===== config.mk =====
export PLATFORM = sky130hd
export DESIGN_NAME = fan_mode_ctrl
export DESIGN_NICKNAME = d
export VERILOG_FILES = /design/src/rtl/fan_ctrl_pkg.sv /design/src/rtl/fan_tick_gen.sv /design/src/rtl/fan_mode_ctrl.sv
export SDC_FILE = /design/constraint.sdc
export NUM_CORES = 1
export LEC_CHECK = 0
export CORE_AREA = 2 2 98 100
export CTS_CLUSTER_SIZE = 40
export DETAILED_ROUTE_END_ITERATION = 8
export DIE_AREA = 0 0 100 102
export GPL_ROUTABILITY_DRIVEN = 0
export SETUP_SLACK_MARGIN = 0.1
export SYNTH_ARGS = -nofsm -noshare
export SYNTH_HDL_FRONTEND = slang
export SYNTH_SLANG_ARGS = --single-unit

===== constraint.sdc =====
create_clock -name clk -period 3.1 [get_ports clk]
set_input_delay 0.31 -clock clk [delete_from_list [all_inputs] [get_ports clk]]
set_output_delay 0.31 -clock clk [all_outputs]
set_load 0.005 [all_outputs]

===== src/rtl/fan_ctrl_pkg.sv =====
// Shared types and constants for the fan board controller: FSM states,
// level-to-duty mapping and off-timer presets.
package fan_ctrl_pkg;

  typedef logic [1:0] level_t;

  typedef enum logic [1:0] {
    ST_OFF      = 2'd0,
    ST_RAMP     = 2'd1,
    ST_RUN      = 2'd2,
    ST_SPINDOWN = 2'd3
  } fan_state_t;

  localparam logic [7:0] DUTY_L0 = 8'd0;
  localparam logic [7:0] DUTY_L1 = 8'd64;
  localparam logic [7:0] DUTY_L2 = 8'd128;
  localparam logic [7:0] DUTY_L3 = 8'd255;

  localparam logic [8:0] TMR_P0 = 9'd0;
  localparam logic [8:0] TMR_P1 = 9'd60;
  localparam logic [8:0] TMR_P2 = 9'd180;
  localparam logic [8:0] TMR_P3 = 9'd300;

  function automatic logic [7:0] level_duty(input level_t lvl);
    case (lvl)
      2'd0:    level_duty = DUTY_L0;
      2'd1:    level_duty = DUTY_L1;
      2'd2:    level_duty = DUTY_L2;
      default: level_duty = DUTY_L3;
    endcase
  endfunction

  function automatic logic [8:0] timer_preset(input level_t sel);
    case (sel)
      2'd0:    timer_preset = TMR_P0;
      2'd1:    timer_preset = TMR_P1;
      2'd2:    timer_preset = TMR_P2;
      default: timer_preset = TMR_P3;
    endcase
  endfunction

endpackage


===== src/rtl/fan_tick_gen.sv =====
// Ramp and seconds prescalers. The ramp prescaler exists only when
// FAN_SOFTSTART_EN is defined; the seconds prescaler restarts on sec_restart.
module fan_tick_gen #(
  parameter int unsigned RAMP_STEP_CYC = 100_000,
  parameter int unsigned TICK_CYC      = 100_000_000
) (
  input  logic clk,
  input  logic reset_p,
  input  logic sec_restart,
  output logic ramp_tick,
  output logic sec_tick
);

  localparam int unsigned SW = (TICK_CYC > 1) ? $clog2(TICK_CYC) : 1;

  logic [SW-1:0] sec_cnt;

  assign sec_tick = (sec_cnt == SW'(TICK_CYC - 1));

  always_ff @(posedge clk) begin
    if (!reset_p || sec_restart || sec_tick) sec_cnt <= '0;
    else                                     sec_cnt <= sec_cnt + 1'b1;
  end

`ifdef FAN_SOFTSTART_EN
  localparam int unsigned RW = (RAMP_STEP_CYC > 1) ? $clog2(RAMP_STEP_CYC) : 1;

  logic [RW-1:0] ramp_cnt;

  // Free-running from reset; target changes do not realign it.
  assign ramp_tick = (ramp_cnt == RW'(RAMP_STEP_CYC - 1));

  always_ff @(posedge clk) begin
    if (!reset_p || ramp_tick) ramp_cnt <= '0;
    else                       ramp_cnt <= ramp_cnt + 1'b1;
  end
`else
  // No ramp prescaler: duty jumps straight to target, so no ramp tick is needed.
  assign ramp_tick = (RAMP_STEP_CYC == 0);
`endif

endmodule


===== src/rtl/fan_mode_ctrl.sv =====
// Fan board mode controller: buttons -> speed/LED/timer levels, fan duty FSM.
// Define FAN_SOFTSTART_EN for ramped duty; otherwise duty follows target at once.
module fan_mode_ctrl
  import fan_ctrl_pkg::*;
#(
  parameter int unsigned CLK_HZ        = 100_000_000,
  parameter int unsigned RAMP_STEP_CYC = 100_000,
  parameter int unsigned TICK_CYC      = 100_000_000
) (
  input  logic       clk,
  input  logic       reset_p,
  input  logic       btn_speed,
  input  logic       btn_led,
  input  logic       btn_timer,
  input  logic       btn_stop,
  output logic [7:0] fan_duty,
  output logic [7:0] led_duty,
  output logic [1:0] speed_level,
  output logic [1:0] timer_sel,
  output logic [8:0] timer_sec,
  output logic       timeout,
  output logic       fan_busy
);

`ifdef FAN_SOFTSTART_EN
  localparam bit SOFT = 1'b1;
`else
  localparam bit SOFT = 1'b0;
`endif

  // A zero tick count falls back to one second at the system clock.
  localparam int unsigned SEC_DIV = (TICK_CYC != 0) ? TICK_CYC : CLK_HZ;

  fan_state_t state;
  level_t     led_level;
  logic [7:0] target;
  logic       ramp_tick, sec_tick;
  logic       count_en, expire, load, sec_restart;

  assign target      = level_duty(speed_level);
  assign count_en    = (timer_sel != 2'd0) && (speed_level != 2'd0);
  assign expire      = sec_tick && count_en && (timer_sec == 9'd1);
  assign load        = btn_timer && !btn_stop && !expire;
  // Holding the prescaler while paused makes resumption start a full second.
  assign sec_restart = load || !count_en;

  fan_tick_gen #(
    .RAMP_STEP_CYC (RAMP_STEP_CYC),
    .TICK_CYC      (SEC_DIV)
  ) u_tick (
    .clk         (clk),
    .reset_p     (reset_p),
    .sec_restart (sec_restart),
    .ramp_tick   (ramp_tick),
    .sec_tick    (sec_tick)
  );

  always_ff @(posedge clk) begin
    if (!reset_p || btn_stop) begin
      speed_level <= 2'd0;
      led_level   <= 2'd0;
      led_duty    <= 8'd0;
      timer_sel   <= 2'd0;
      timer_sec   <= 9'd0;
      timeout     <= 1'b0;
    end else if (expire) begin
      speed_level <= 2'd0;
      led_level   <= 2'd0;
      led_duty    <= 8'd0;
      timer_sel   <= 2'd0;
      timer_sec   <= 9'd0;
      timeout     <= 1'b1;
    end else begin
      timeout <= 1'b0;
      if (btn_speed) speed_level <= speed_level + 2'd1;
      if (btn_led) begin
        led_level <= led_level + 2'd1;
        led_duty  <= level_duty(led_level + 2'd1);
      end
      if (btn_timer) begin
        timer_sel <= timer_sel + 2'd1;
        timer_sec <= timer_preset(timer_sel + 2'd1);
      end else if (sec_tick && count_en && timer_sec != 9'd0) begin
        timer_sec <= timer_sec - 9'd1;
      end
    end
  end

  // Without soft start every move into RAMP/SPINDOWN lands duty on target.
  always_ff @(posedge clk) begin
    if (!reset_p || btn_stop) begin
      state    <= ST_OFF;
      fan_duty <= 8'd0;
      fan_busy <= 1'b0;
    end else begin
      case (state)
        ST_OFF: begin
          fan_duty <= 8'd0;
          if (target != 8'd0) begin
            state    <= ST_RAMP;
            fan_busy <= 1'b1;
            if (!SOFT) fan_duty <= target;
          end
        end
        ST_RAMP: begin
          if (target < fan_duty) begin
            state    <= ST_SPINDOWN;
            fan_busy <= 1'b1;
            if (!SOFT) fan_duty <= target;
          end else if (target == fan_duty) begin
            state    <= (target != 8'd0) ? ST_RUN : ST_OFF;
            fan_busy <= 1'b0;
          end else if (!SOFT) begin
            fan_duty <= target;
          end else if (ramp_tick) begin
            fan_duty <= fan_duty + 8'd1;
          end
        end
        ST_RUN: begin
          if (target != fan_duty) begin
            state    <= (target > fan_duty) ? ST_RAMP : ST_SPINDOWN;
            fan_busy <= 1'b1;
            if (!SOFT) fan_duty <= target;
          end
        end
        ST_SPINDOWN: begin
          if (target > fan_duty) begin
            state    <= ST_RAMP;
            fan_busy <= 1'b1;
            if (!SOFT) fan_duty <= target;
          end else if (target == fan_duty) begin
            state    <= (target != 8'd0) ? ST_RUN : ST_OFF;
            fan_busy <= 1'b0;
          end else if (!SOFT) begin
            fan_duty <= target;
          end else if (ramp_tick) begin
            fan_duty <= fan_duty - 8'd1;
          end
        end
        default: begin
          state    <= ST_OFF;
          fan_duty <= 8'd0;
          fan_busy <= 1'b0;
        end
      endcase
    end
  end

endmodule


==> metrics.csv <==
stage,metric,value,unit
floorplan,site row count,35,
synthesis,"EDFF count, synth",0,
route,detailed-route via count,2517,
cts,CTS tree,done,
outcome,status,finished clean,
critical_path,Worst EP arrival,3.04,ns
place,Final HPWL DP,4.76,mm
floorplan,width of the chip,100,µm
timing,fin crit share,91.2,%
cts,"Clk Latency, worst-skew pair",0.31,ns
route,drt initial violations,60,
floorplan,Die Span Y,102,µm
power,VDD IR max,0.150,mV
synthesis,Post-Syn Instances,356,
power,Switching Fraction,24.7,%
finish,post-route design area,3600,µm²
place,dpl cell area,3520,µm²
critical_path,critical path launch point type,register,
critical_path,CP Max Fanout,11,
timing,Setup Viol. Count Final,0,
synthesis,Seq cells post-synth,56,
power,Net Sw Power,308,µW
synthesis,Ys Warns,0,
synthesis,"Seq/Total Area, Yosys",35.8,%
finish,nets@finish,407,
power,Logic pwr share,9.7,%
critical_path,critical path class,reg -> reg,
cts,total CTS buffers,5,
cts,Root Driver,clkbuf_8,
route,first-pass iteration count of the detailed router,4,
cts,"Clk pin slew, worst setup/hold paths",0.10,ns
global_routing,gr usage total,13.3,%
synthesis,Netlist cell types,62,
route,DRC viols,0,
power,PD cells,346,nW/µm²
finish,Register Area,1120,µm²
timing,Worst Tran Pin Value,0.674,ns
synthesis,"Async S/R FF share, synth",0,%
finish,# diodes,0,
route,via-per-instance ratio,5.08,
route,routed wire length,6.38,mm
global_routing,largest net degree at the start of global routing,28,
finish,area delta synth->final,15.2,%
global_routing,Overflow after GRT,0,
power,clock share of power,30.9,%
global_routing,number of global-route vias before repair,2457,
timing,RSZ-0062 raised after global routing,false,
power,sequential share of power,59.4,%
cts,buffer count from post-CTS setup fixing,0,
floorplan,I/O pin count,37,
timing,max-slew violations,0,
global_routing,global-route wire length before repair,11.2,mm
cts,clk buf depth,2,
place,# port buffers,36,
route,wire per inst,12.9,µm
synthesis,Post-Syn Area,3130,µm²
worst_hold_path,Hold Crit Class,reg -> reg,
cts,"Hold-fix buffers, CTS",0,
flow_run,Max-cap violations,0,
critical_path,crit path capture type,register,
power,Int Pwr,938,µW
timing,Final Hold Vio Count,0,
timing,maximum clock rate,0.354,GHz
cts,H-tree depth,2,
timing,skew final,0.00766,ns
global_routing,initial antenna violation count,0,
timing,Fin Setup TNS,0,ns
floorplan,core area,9110,µm²
finish,Layout fillers,930,
finish,share of layout cells above drive strength 1,8.33,%
cts,Post-CTS Resized,0,
power,leakage,0.00124,µW
synthesis,Mapped Nets,379,
floorplan,die area,10200,µm²
floorplan,Initial Util,34.3,%
critical_path,required time worst endpoint,3.31,ns
synthesis,predominant post-synthesis flop cell,dfxtp_1,
cts,Sink Count,56,
finish,area of the multi-input gates,1790,µm²
route,antenna-violating nets left,0,
timing,Slew Limit Headroom,55.0,%
synthesis,Avg Inst Size Synth,8.79,µm²
timing,fin crit period,2.83,ns
==> cells in the mapped netlist (9+ instances only) <==
master	instances	area, µm²
nand4_1	9	56.3
inv_1	19	71.3
xor2_1	16	140
nand3_1	15	75.1
buf_4	9	67.6
ha_1	17	213
nor2_1	60	225
dfxtp_1	56	1120
xnor2_1	17	149
nand2_1	21	78.8
nor3_1	12	60.1
==> through the flow <==
step | hold slack, ns | utilization [%] | std cells | total power, µW | setup WS [ns]
6_report | 0.472 | 39.5 | 495 | 1250 | 0.271
5_1_grt | 0.485 | 39.5 | 495 | 1310 | 0.151
4_1_cts | 0.473 | 39.5 | 495 | 1260 | 0.264
3_5_place_dp | 0.451 | 38.7 | 488 | 878 | 0.283
3_3_place_gp | 0.444 | 38.7 | 488 | 876 | 0.366
2_1_floorplan | 0.430 | - | 356 | 840 | 0.489
==> kinds of logic after synthesis <==
family	count (synthesis)	synth area share, %
compound gates	47	13.3
xor+xnor	33	9.24
fa+ha+maj	17	6.80
buf+inv	40	6.88
flops	56	35.8
mux	8	2.64
simple gates	155	25.3
==> worst max-delay path, cell delays in order, from the launching register on <==
cell      delay, ns
dfxtp_1        0.38
ha_1           0.36
or2_2          0.37
ha_1           0.30
and3_1         0.21
a221oi_2       0.43
a31oi_1        0.17
mux2_2         0.30
a31o_1         0.21
==> worst paths after layout <==
kind / from / slack [ns] / to / cells past startpoint
max: speed_level[0]$_SDFFE_PP0P_ / 0.27 / fan_duty[6]$_SDFFE_PP0P_ / 8
min: u_tick.sec_cnt[0]$_SDFF_PP0_ / 0.47 / u_tick.sec_cnt[0]$_SDFF_PP0_ / 1
max reg2reg: speed_level[0]$_SDFFE_PP0P_ / 0.27 / fan_duty[6]$_SDFFE_PP0P_ / 8
min reg2reg: u_tick.sec_cnt[0]$_SDFF_PP0_ / 0.47 / u_tick.sec_cnt[0]$_SDFF_PP0_ / 1
==> state kept, by name (all words and copies together), names as in the netlist <==
signal,flops
state,2
speed_level,2
timeout,1
led_level,1
u_tick.sec_cnt,27
led_duty,3
fan_duty,8
timer_sec,9
timer_sel,2
fan_busy,1
==> power by group through the flow <==
| stage | Sequential, µW | Combinational, µW | Clock, µW |
|---|---|---|---|
| 6_report | 740 | 121 | 385 |
| 5_1_grt | 742 | 135 | 433 |
| 4_1_cts | 740 | 122 | 403 |
| 3_5_place_dp | 756 | 121 | 0 |
| 3_3_place_gp | 756 | 120 | 0 |
| 2_1_floorplan | 753 | 86.8 | 0 |
==> placed cells by master, fill, tap and decap left out, drive strengths merged, types with 5 or more instances in the layout <==
| cell type | instances |
|---|---|
| nor2 | 60 |
| dfxtp | 56 |
| clkdlybuf4s50 | 36 |
| nand2 | 21 |
| inv | 19 |
| xnor2 | 17 |
| ha | 17 |
| nor3 | 17 |
| xor2 | 16 |
| nand3 | 15 |
| nand4 | 9 |
| a31o | 8 |
| and3 | 7 |
| a21oi | 7 |
| mux2i | 6 |
| nor4 | 6 |
| clkbuf | 6 |
| buf | 5 |
==> layer usage <==
layer | vias to the layer above | track usage [%] | routed length (µm)
li1 | 1289 | - | -
met1 | 1192 | 17.0 | 3130
met2 | 31 | 22.7 | 2990
met3 | 5 | 2.39 | 170
met4 | 0 | 4.53 | 83
met5 | - | 0 | 0
==> final cells by class <==
type                    count  area share, %
clock inverters             1          0.139
multi-input cells         260           49.7
well taps                 111           3.86
repair buffers             41           11.0
inverters                  20           2.08
clock buffers               6           2.01
flip-flops and latches     56           31.1
Power figures use the tool's default switching activity.
